===== config.mk =====
export PLATFORM = sky130hd
export DESIGN_NAME = hazard_scoreboard_flat
export DESIGN_NICKNAME = d
export VERILOG_FILES = /design/src/rtl/hazard_scoreboard_pkg.sv /design/src/rtl/hazard_scoreboard_if.sv /design/src/rtl/hazard_tag_stage.sv /design/src/rtl/hazard_scoreboard.sv /design/src/flat_wrapper.sv
export SDC_FILE = /design/constraint.sdc
export NUM_CORES = 1
export LEC_CHECK = 0
export ABC_CLOCK_PERIOD_IN_PS = 1660
export CAP_MARGIN = 20
export CORE_MARGIN = 8
export CORE_UTILIZATION = 38
export CTS_BUF_LIST = sky130_fd_sc_hd__clkbuf_4
export DETAILED_ROUTE_END_ITERATION = 10
export PLACE_DENSITY_LB_ADDON = 0.15
export SYNTH_ARGS = -nofsm -noshare
export SYNTH_HDL_FRONTEND = slang
export SYNTH_SLANG_ARGS = --single-unit
export TNS_END_PERCENT = 1

===== constraint.sdc =====
create_clock -name clk -period 1.66 [get_ports clk]
set_clock_uncertainty 0.05 [all_clocks]
set_input_delay 0.332 -clock clk [delete_from_list [all_inputs] [get_ports clk]]
set_output_delay 0.332 -clock clk [all_outputs]
set_load 0.03 [all_outputs]

===== src/rtl/hazard_scoreboard_pkg.sv =====
// Shared types for the hazard scoreboard: the in-flight destination tag slot,
// its bubble value and the source-operand match helpers.
package hazard_scoreboard_pkg;

    localparam logic [4:0] REG_ZERO = 5'd0;

    typedef struct packed {
        logic [4:0] dest;
        logic       reg_write;
        logic       mem_read;
    } tag_slot_t;

    localparam int unsigned SLOT_W = $bits(tag_slot_t);
    localparam tag_slot_t   BUBBLE = '0;

    // $zero is never a real producer, so a dest of 0 cannot match.
    function automatic logic slot_match(tag_slot_t s, logic [4:0] r);
        return s.reg_write && (s.dest != REG_ZERO) && (s.dest == r);
    endfunction

    function automatic logic src_hit(tag_slot_t s, logic valid, logic [4:0] rs, logic [4:0] rt,
                                     logic rs_used, logic rt_used);
        return valid && ((rs_used && slot_match(s, rs)) || (rt_used && slot_match(s, rt)));
    endfunction

endpackage


===== src/rtl/hazard_scoreboard_if.sv =====
// ID-stage request signals and the forwarding/stall outputs of the scoreboard.
interface hazard_scoreboard_if #(
    parameter int unsigned CNT_W = 16
);
    logic             id_valid;
    logic [4:0]       id_rs;
    logic [4:0]       id_rt;
    logic             id_rs_used;
    logic             id_rt_used;
    logic [4:0]       id_dest;
    logic             id_reg_write;
    logic             id_mem_read;
    logic             id_br_taken;
    logic             stall;
    logic             if_flush;
    logic [4:0]       ex_dest;
    logic             ex_mem_read;
    logic [4:0]       mem_dest;
    logic             mem_reg_write;
    logic [4:0]       wb_dest;
    logic             wb_reg_write;
    logic [CNT_W-1:0] stall_cnt;

    modport master (
        output id_valid, id_rs, id_rt, id_rs_used, id_rt_used, id_dest, id_reg_write,
               id_mem_read, id_br_taken,
        input  stall, if_flush, ex_dest, ex_mem_read, mem_dest, mem_reg_write, wb_dest,
               wb_reg_write, stall_cnt
    );

    modport slave (
        input  id_valid, id_rs, id_rt, id_rs_used, id_rt_used, id_dest, id_reg_write,
               id_mem_read, id_br_taken,
        output stall, if_flush, ex_dest, ex_mem_read, mem_dest, mem_reg_write, wb_dest,
               wb_reg_write, stall_cnt
    );

endinterface


===== src/rtl/hazard_tag_stage.sv =====
// One registered pipeline tag slot; bubble forces the captured value to all zero.
module hazard_tag_stage
    import hazard_scoreboard_pkg::*;
(
    input  logic      clk,
    input  logic      rst,
    input  logic      bubble,
    input  tag_slot_t slot_d,
    output tag_slot_t slot_q
);

    always_ff @(posedge clk or posedge rst) begin
        if (rst) begin
            slot_q <= BUBBLE;
        end else begin
            slot_q <= bubble ? BUBBLE : slot_d;
        end
    end

endmodule


===== src/rtl/hazard_scoreboard.sv =====
// Tracks destination tags through EX/MEM/WB, detects load-use and regfile RAW
// hazards in ID, and generates stall, branch flush and a saturating stall count.
module hazard_scoreboard
    import hazard_scoreboard_pkg::*;
#(
    parameter bit          MEM_FWD          = 1'b1,
    parameter bit          RF_WRITE_THROUGH = 1'b1,
    parameter int unsigned CNT_W            = 16
) (
    input logic                clk,
    input logic                rst,
    hazard_scoreboard_if.slave bus
);

    localparam logic [CNT_W-1:0] CntMax = '1;
    localparam logic [CNT_W-1:0] CntOne = CNT_W'(1);

    tag_slot_t        id_slot;
    tag_slot_t        ex_slot;
    tag_slot_t        mem_slot;
    tag_slot_t        wb_slot;
    logic             ex_hit;
    logic             mem_hit;
    logic             wb_hit;
    logic             stall;
    logic             ex_bubble;
    logic [CNT_W-1:0] cnt_q;
    logic [CNT_W-1:0] cnt_d;
    logic             unused_wb_mem_read;

    assign id_slot = '{dest: bus.id_dest, reg_write: bus.id_reg_write,
                       mem_read: bus.id_mem_read};

    always_comb begin
        ex_hit  = src_hit(ex_slot, bus.id_valid, bus.id_rs, bus.id_rt,
                          bus.id_rs_used, bus.id_rt_used);
        mem_hit = src_hit(mem_slot, bus.id_valid, bus.id_rs, bus.id_rt,
                          bus.id_rs_used, bus.id_rt_used);
        wb_hit  = src_hit(wb_slot, bus.id_valid, bus.id_rs, bus.id_rt,
                          bus.id_rs_used, bus.id_rt_used);
    end

    // Non-load EX/MEM hits are covered by forwarding; only a load result that
    // is not yet forwardable, or a WB write not visible to the read, stalls.
    assign stall = (ex_hit && ex_slot.mem_read)
                 || (!MEM_FWD && mem_hit && mem_slot.mem_read)
                 || (!RF_WRITE_THROUGH && wb_hit);

    assign ex_bubble = stall || !bus.id_valid;

    hazard_tag_stage u_ex_stage (
        .clk    (clk),
        .rst    (rst),
        .bubble (ex_bubble),
        .slot_d (id_slot),
        .slot_q (ex_slot)
    );

    hazard_tag_stage u_mem_stage (
        .clk    (clk),
        .rst    (rst),
        .bubble (1'b0),
        .slot_d (ex_slot),
        .slot_q (mem_slot)
    );

    hazard_tag_stage u_wb_stage (
        .clk    (clk),
        .rst    (rst),
        .bubble (1'b0),
        .slot_d (mem_slot),
        .slot_q (wb_slot)
    );

    always_comb begin
        cnt_d = cnt_q;
        if (stall && (cnt_q != CntMax)) begin
            cnt_d = cnt_q + CntOne;
        end
    end

    always_ff @(posedge clk or posedge rst) begin
        if (rst) begin
            cnt_q <= '0;
        end else begin
            cnt_q <= cnt_d;
        end
    end

    // A stalled branch keeps its flush until it re-resolves unstalled.
    assign bus.if_flush      = bus.id_br_taken && !stall;
    assign bus.stall         = stall;
    assign bus.ex_dest       = ex_slot.dest;
    assign bus.ex_mem_read   = ex_slot.mem_read;
    assign bus.mem_dest      = mem_slot.dest;
    assign bus.mem_reg_write = mem_slot.reg_write;
    assign bus.wb_dest       = wb_slot.dest;
    assign bus.wb_reg_write  = wb_slot.reg_write;
    assign bus.stall_cnt     = cnt_q;

    assign unused_wb_mem_read = wb_slot.mem_read;

endmodule


===== src/flat_wrapper.sv =====
// flat-port wrapper written by rule: the top's interface ports become plain ports
module hazard_scoreboard_flat import hazard_scoreboard_pkg::*;
#(
    parameter bit          MEM_FWD          = 1'b1,
    parameter bit          RF_WRITE_THROUGH = 1'b1,
    parameter int unsigned CNT_W            = 16
)
  (clk, rst, bus_id_valid, bus_id_rs, bus_id_rt, bus_id_rs_used, bus_id_rt_used, bus_id_dest, bus_id_reg_write, bus_id_mem_read, bus_id_br_taken, bus_stall, bus_if_flush, bus_ex_dest, bus_ex_mem_read, bus_mem_dest, bus_mem_reg_write, bus_wb_dest, bus_wb_reg_write, bus_stall_cnt);
  hazard_scoreboard_if #(.CNT_W(CNT_W)) bus_i ();
  input logic clk;
  input logic rst;
  input wire logic [$bits(bus_i.id_valid)-1:0] bus_id_valid;
  input wire logic [$bits(bus_i.id_rs)-1:0] bus_id_rs;
  input wire logic [$bits(bus_i.id_rt)-1:0] bus_id_rt;
  input wire logic [$bits(bus_i.id_rs_used)-1:0] bus_id_rs_used;
  input wire logic [$bits(bus_i.id_rt_used)-1:0] bus_id_rt_used;
  input wire logic [$bits(bus_i.id_dest)-1:0] bus_id_dest;
  input wire logic [$bits(bus_i.id_reg_write)-1:0] bus_id_reg_write;
  input wire logic [$bits(bus_i.id_mem_read)-1:0] bus_id_mem_read;
  input wire logic [$bits(bus_i.id_br_taken)-1:0] bus_id_br_taken;
  output wire logic [$bits(bus_i.stall)-1:0] bus_stall;
  output wire logic [$bits(bus_i.if_flush)-1:0] bus_if_flush;
  output wire logic [$bits(bus_i.ex_dest)-1:0] bus_ex_dest;
  output wire logic [$bits(bus_i.ex_mem_read)-1:0] bus_ex_mem_read;
  output wire logic [$bits(bus_i.mem_dest)-1:0] bus_mem_dest;
  output wire logic [$bits(bus_i.mem_reg_write)-1:0] bus_mem_reg_write;
  output wire logic [$bits(bus_i.wb_dest)-1:0] bus_wb_dest;
  output wire logic [$bits(bus_i.wb_reg_write)-1:0] bus_wb_reg_write;
  output wire logic [$bits(bus_i.stall_cnt)-1:0] bus_stall_cnt;
  assign bus_i.id_valid = bus_id_valid;
  assign bus_i.id_rs = bus_id_rs;
  assign bus_i.id_rt = bus_id_rt;
  assign bus_i.id_rs_used = bus_id_rs_used;
  assign bus_i.id_rt_used = bus_id_rt_used;
  assign bus_i.id_dest = bus_id_dest;
  assign bus_i.id_reg_write = bus_id_reg_write;
  assign bus_i.id_mem_read = bus_id_mem_read;
  assign bus_i.id_br_taken = bus_id_br_taken;
  assign bus_stall = bus_i.stall;
  assign bus_if_flush = bus_i.if_flush;
  assign bus_ex_dest = bus_i.ex_dest;
  assign bus_ex_mem_read = bus_i.ex_mem_read;
  assign bus_mem_dest = bus_i.mem_dest;
  assign bus_mem_reg_write = bus_i.mem_reg_write;
  assign bus_wb_dest = bus_i.wb_dest;
  assign bus_wb_reg_write = bus_i.wb_reg_write;
  assign bus_stall_cnt = bus_i.stall_cnt;
  hazard_scoreboard #(.MEM_FWD(MEM_FWD), .RF_WRITE_THROUGH(RF_WRITE_THROUGH), .CNT_W(CNT_W)) u_core (.clk(clk), .rst(rst), .bus(bus_i));
endmodule

==> flow_summary.toml <==
[status]
status = "finished, violations left"
failing_checks = "negative setup slack"

[sta]
totalNegativeSetupSlack_ps = -1150
final_hold_viol_count = 0
clock.fmax_mhz = 483
setup_violations = 11
min_period_over_period_pct = 125
fin_worst_hold_slack_ps = 293
slew_headroom_pct = 78.2
max_slew_violation_total_from_the_final_report = 0
finalWorstSetupSlack_ps = -409
max_slew.worst_pin.slew_ps = 329
final_period_minus_worst_setup_slack_ps = 2070
rsz0062_at_grt = "yes"

[synthesis]
synthArstFlopShare_pct = 100
yosysSeqAreaShare_pct = 56.4
synth_top_area_share_pct = 56.4
synth.ff_latch_count = 35
synth_enable_flop_cells = 0
synthDistinctLibCells = 25
synth.net_count = 153
synthesis.instances = 129
syn-mean-instance-area_um2 = 12.0
postSynth.topFlopCell = "sky130_fd_sc_hd__dfrtp_1"
synth.cells.most_frequent = "35 x sky130_fd_sc_hd__dfrtp_1, 24 x sky130_fd_sc_hd__xnor2_1, 16 x sky130_fd_sc_hd__nand4_1"
syn_area_um2 = 1550
yosys.area.top_type = "sky130_fd_sc_hd__dfrtp_1"
synth_area_leaders = "sky130_fd_sc_hd__dfrtp_1 56%, sky130_fd_sc_hd__xnor2_1 14%, sky130_fd_sc_hd__nand4_1 6.4%"
synth.most_common_cell = "sky130_fd_sc_hd__dfrtp_1"
synth_warnings = 0

[clocking]
clkSinkCount = 35
ctsHtreeMaxLevel = 2
clkTransAtPathRegs_ps = 100
cts_hold_buf = 0
tritoncts = "yes"
worstSkewPairLatency_ps = 330
cts-root-to-sink-buffers = 2
cts_buffers = 5
clock_root_buffer = "sky130_fd_sc_hd__clkbuf_4"

[worst_setup_path]
ff2ff_path_depth = 7
critical-path-top-cell-by-count = "sky130_fd_sc_hd__buf_6"
worst_r2r_startpoint = "u_core.u_ex_stage.slot_q[2]$_DFF_PP0_"
cp_data_required_time_ps = 1280
critical_path_buf_inv_count = 4
critical_path.top_delay_family = "buffers and inverters"
max_stage_delay_ps = 510
crit_path_start_kind = "input port"
cp_max_fo = 3
cp_slowest_cell = "sky130_fd_sc_hd__clkdlybuf4s50_1"
worstPathCellList = "clkdlybuf4s50_1 -> xnor2_2 -> nand4_1 -> o22ai_4 -> nand2_2 -> buf_6 -> inv_2 -> buf_6"
crit-reg2reg-capture = "u_core.bus.stall_cnt[1]$_DFFE_PP0P_"
worst-setup-path-type = "input port to primary output"
timing.critical_path.to_type = "primary output"
cp_data_arrival_time_ps = 1690
reg2reg_slack_ps = -140

[power_and_ir_drop]
intPower_uw = 1180
power_switching_share_pct = 26.0
net_sw_power_uw = 414
cellPowerDensity_nw_per_um2 = 649
ir_worst_vdd_mv = 0.419
static_leakage_uw = 0.00120
seq_power_share_pct = 56.2
clock_power_share_pct = 27.9
share_comb_of_total_power_pct = 15.8

[job]
maxCapViolations = 0

[global_route]
grt_pass1_vias = 1397
grt_overflow = 0
globalRouteTotalUtil_pct = 13.8
pin_count_of_the_biggest_net_entering_global_routing = 36
number_of_antenna_violations_at_the_first_check_in_global_routing = 0
grt_pass1_wl_um = 6740

[drt]
routed_wirelength_um = 4150
first_iter_violations = 55
dr.pass1.iters = 4
drc = 0
drtAntennaViolNets = 0
wire_per_inst_um = 15.5
vias = 1291
detail_route.vias_per_cell = 4.82

[floorplan]
fp.dieArea_um2 = 6390
die_w_um = 80.0
design.portCount = 59
rows = 23
die_h_um = 80.0
coreArea_um2 = 3970
initial_utilization_pct = 39.1

[final_layout]
area_growth_from_synthesis_to_final_layout_pct = 57.7
post_route_cells_drive_above_1_share_pct = 33.9
fin_nets = 241
post_route_cell_area_um2 = 2450
antenna_cells = 0

[placed_design]
placement.io_buffers = 58
preCtsSetupSlack_ps = -883
final_gp_congestion = 0.830
dp.final_hpwl_um = 3190
placed_cell_area_um2 = 2370

[worst_hold_path]
worstHoldPathType = "input port to asynchronous set/reset pin"
[state kept, by name, indices dropped and copies added, names as in the netlist]
signal / cells
u_core.bus.stall_cnt: 16
u_core.u_ex_stage.slot_q: 7
u_core.u_mem_stage.slot_q: 6
u_core.u_wb_stage.slot_q: 6
[worst reg2reg max path: cells and delay by family, from the launching register on]
kind                   cells  cell delay, ps
AND/OR/NAND/NOR            3             480
multiplexers               1             290
buffers and inverters      2             330
flip-flops                 1             460
AO/OA/AOI/OAI              1              90
[how the worst max path moves through the flow]
stage                                                from  cells past startpoint                             endpoint  slack, ps
floorplan             u_core.bus.stall_cnt[0]$_DFFE_PP0P_                      7  u_core.bus.stall_cnt[1]$_DFFE_PP0P_       -140
global placement                             bus_id_rt[0]                      7                         bus_if_flush       -860
detailed placement                           bus_id_rt[0]                      7                         bus_if_flush       -880
CTS                 u_core.u_ex_stage.slot_q[4]$_DFF_PP0_                      7                            bus_stall       -480
global route        u_core.u_ex_stage.slot_q[6]$_DFF_PP0_                      7                            bus_stall       -520
finish                                       bus_id_rs[2]                      8                            bus_stall       -410
[placed cells by master (no fill, tap or decap), drive strengths merged, types with 3 or more instances in the layout]
cell type	synthesis	layout
dfrtp	35	35
buf	7	33
xnor2	24	24
clkdlybuf4s50	0	22
dlygate4sd2	0	19
nand4	17	17
and3	13	13
clkbuf	0	12
clkdlybuf4s15	0	8
nand2	6	6
nor2	5	5
nand3	5	5
and2	3	3
[cell families (layout without fill, tap and decap cells)]
kind of cell    Yosys count  in the layout  synth area share (%)
fa+ha+maj                 1              1                 0.805
mux                       2              2                  1.69
flops                    35             35                  56.4
xor+xnor                 24             24                  13.5
buf+inv                   9             98                  3.95
compound gates            2              2                  1.85
simple gates             56             56                  21.8
[routing by layer]
metal | share of wire [%] | GRT usage, % | vias to the layer above | wire length [um]
met5 | 0 | 0 | - | 0
met4 | 1.8 | 5.82 | 0 | 76
met1 | 41 | 15.3 | 620 | 1720
li1 | - | - | 625 | -
met2 | 50 | 22.6 | 37 | 2080
met3 | 6.7 | 5.63 | 9 | 280
[timing repair]
| action | 4_1_cts | 5_1_grt |
|---|---|---|
| endpoints found under the setup margin | 52 | 33 |
| gates resized for setup | 64 | 16 |
| pin swaps | 4 | 8 |
| buffers inserted | 3 | 0 |
[layout make-up]
| class | count | area (um^2) |
|---|---|---|
| clock inverter | 2 | 7.51 |
| timing repair buffer | 88 | 774 |
| fill | 327 | 1520 |
| tap | 50 | 62.6 |
| multi-input combinational | 85 | 671 |
| inverter | 2 | 7.51 |
| sequential | 35 | 883 |
| clock buffer | 6 | 45.0 |
[metrics by stage]
stage,utilization (%),instances,total power [uW]
3_5_place_dp,59.7,257,1170
2_1_floorplan,-,129,1030
5_1_grt,61.7,268,1670
6_report,61.7,268,1590
4_1_cts,61.7,268,1620
3_3_place_gp,59.7,257,1160
[power by group through the flow]
| stage | sequential [uW] | clock [uW] | combinational [uW] |
|---|---|---|---|
| after floorplan | 947 | 0 | 86.1 |
| after detailed placement | 912 | 0 | 256 |
| after CTS | 895 | 471 | 251 |
| after global routing | 900 | 503 | 269 |
| final | 895 | 445 | 252 |
| after global placement | 910 | 0 | 252 |
No activity file was read; power rests on OpenSTA's default activity.
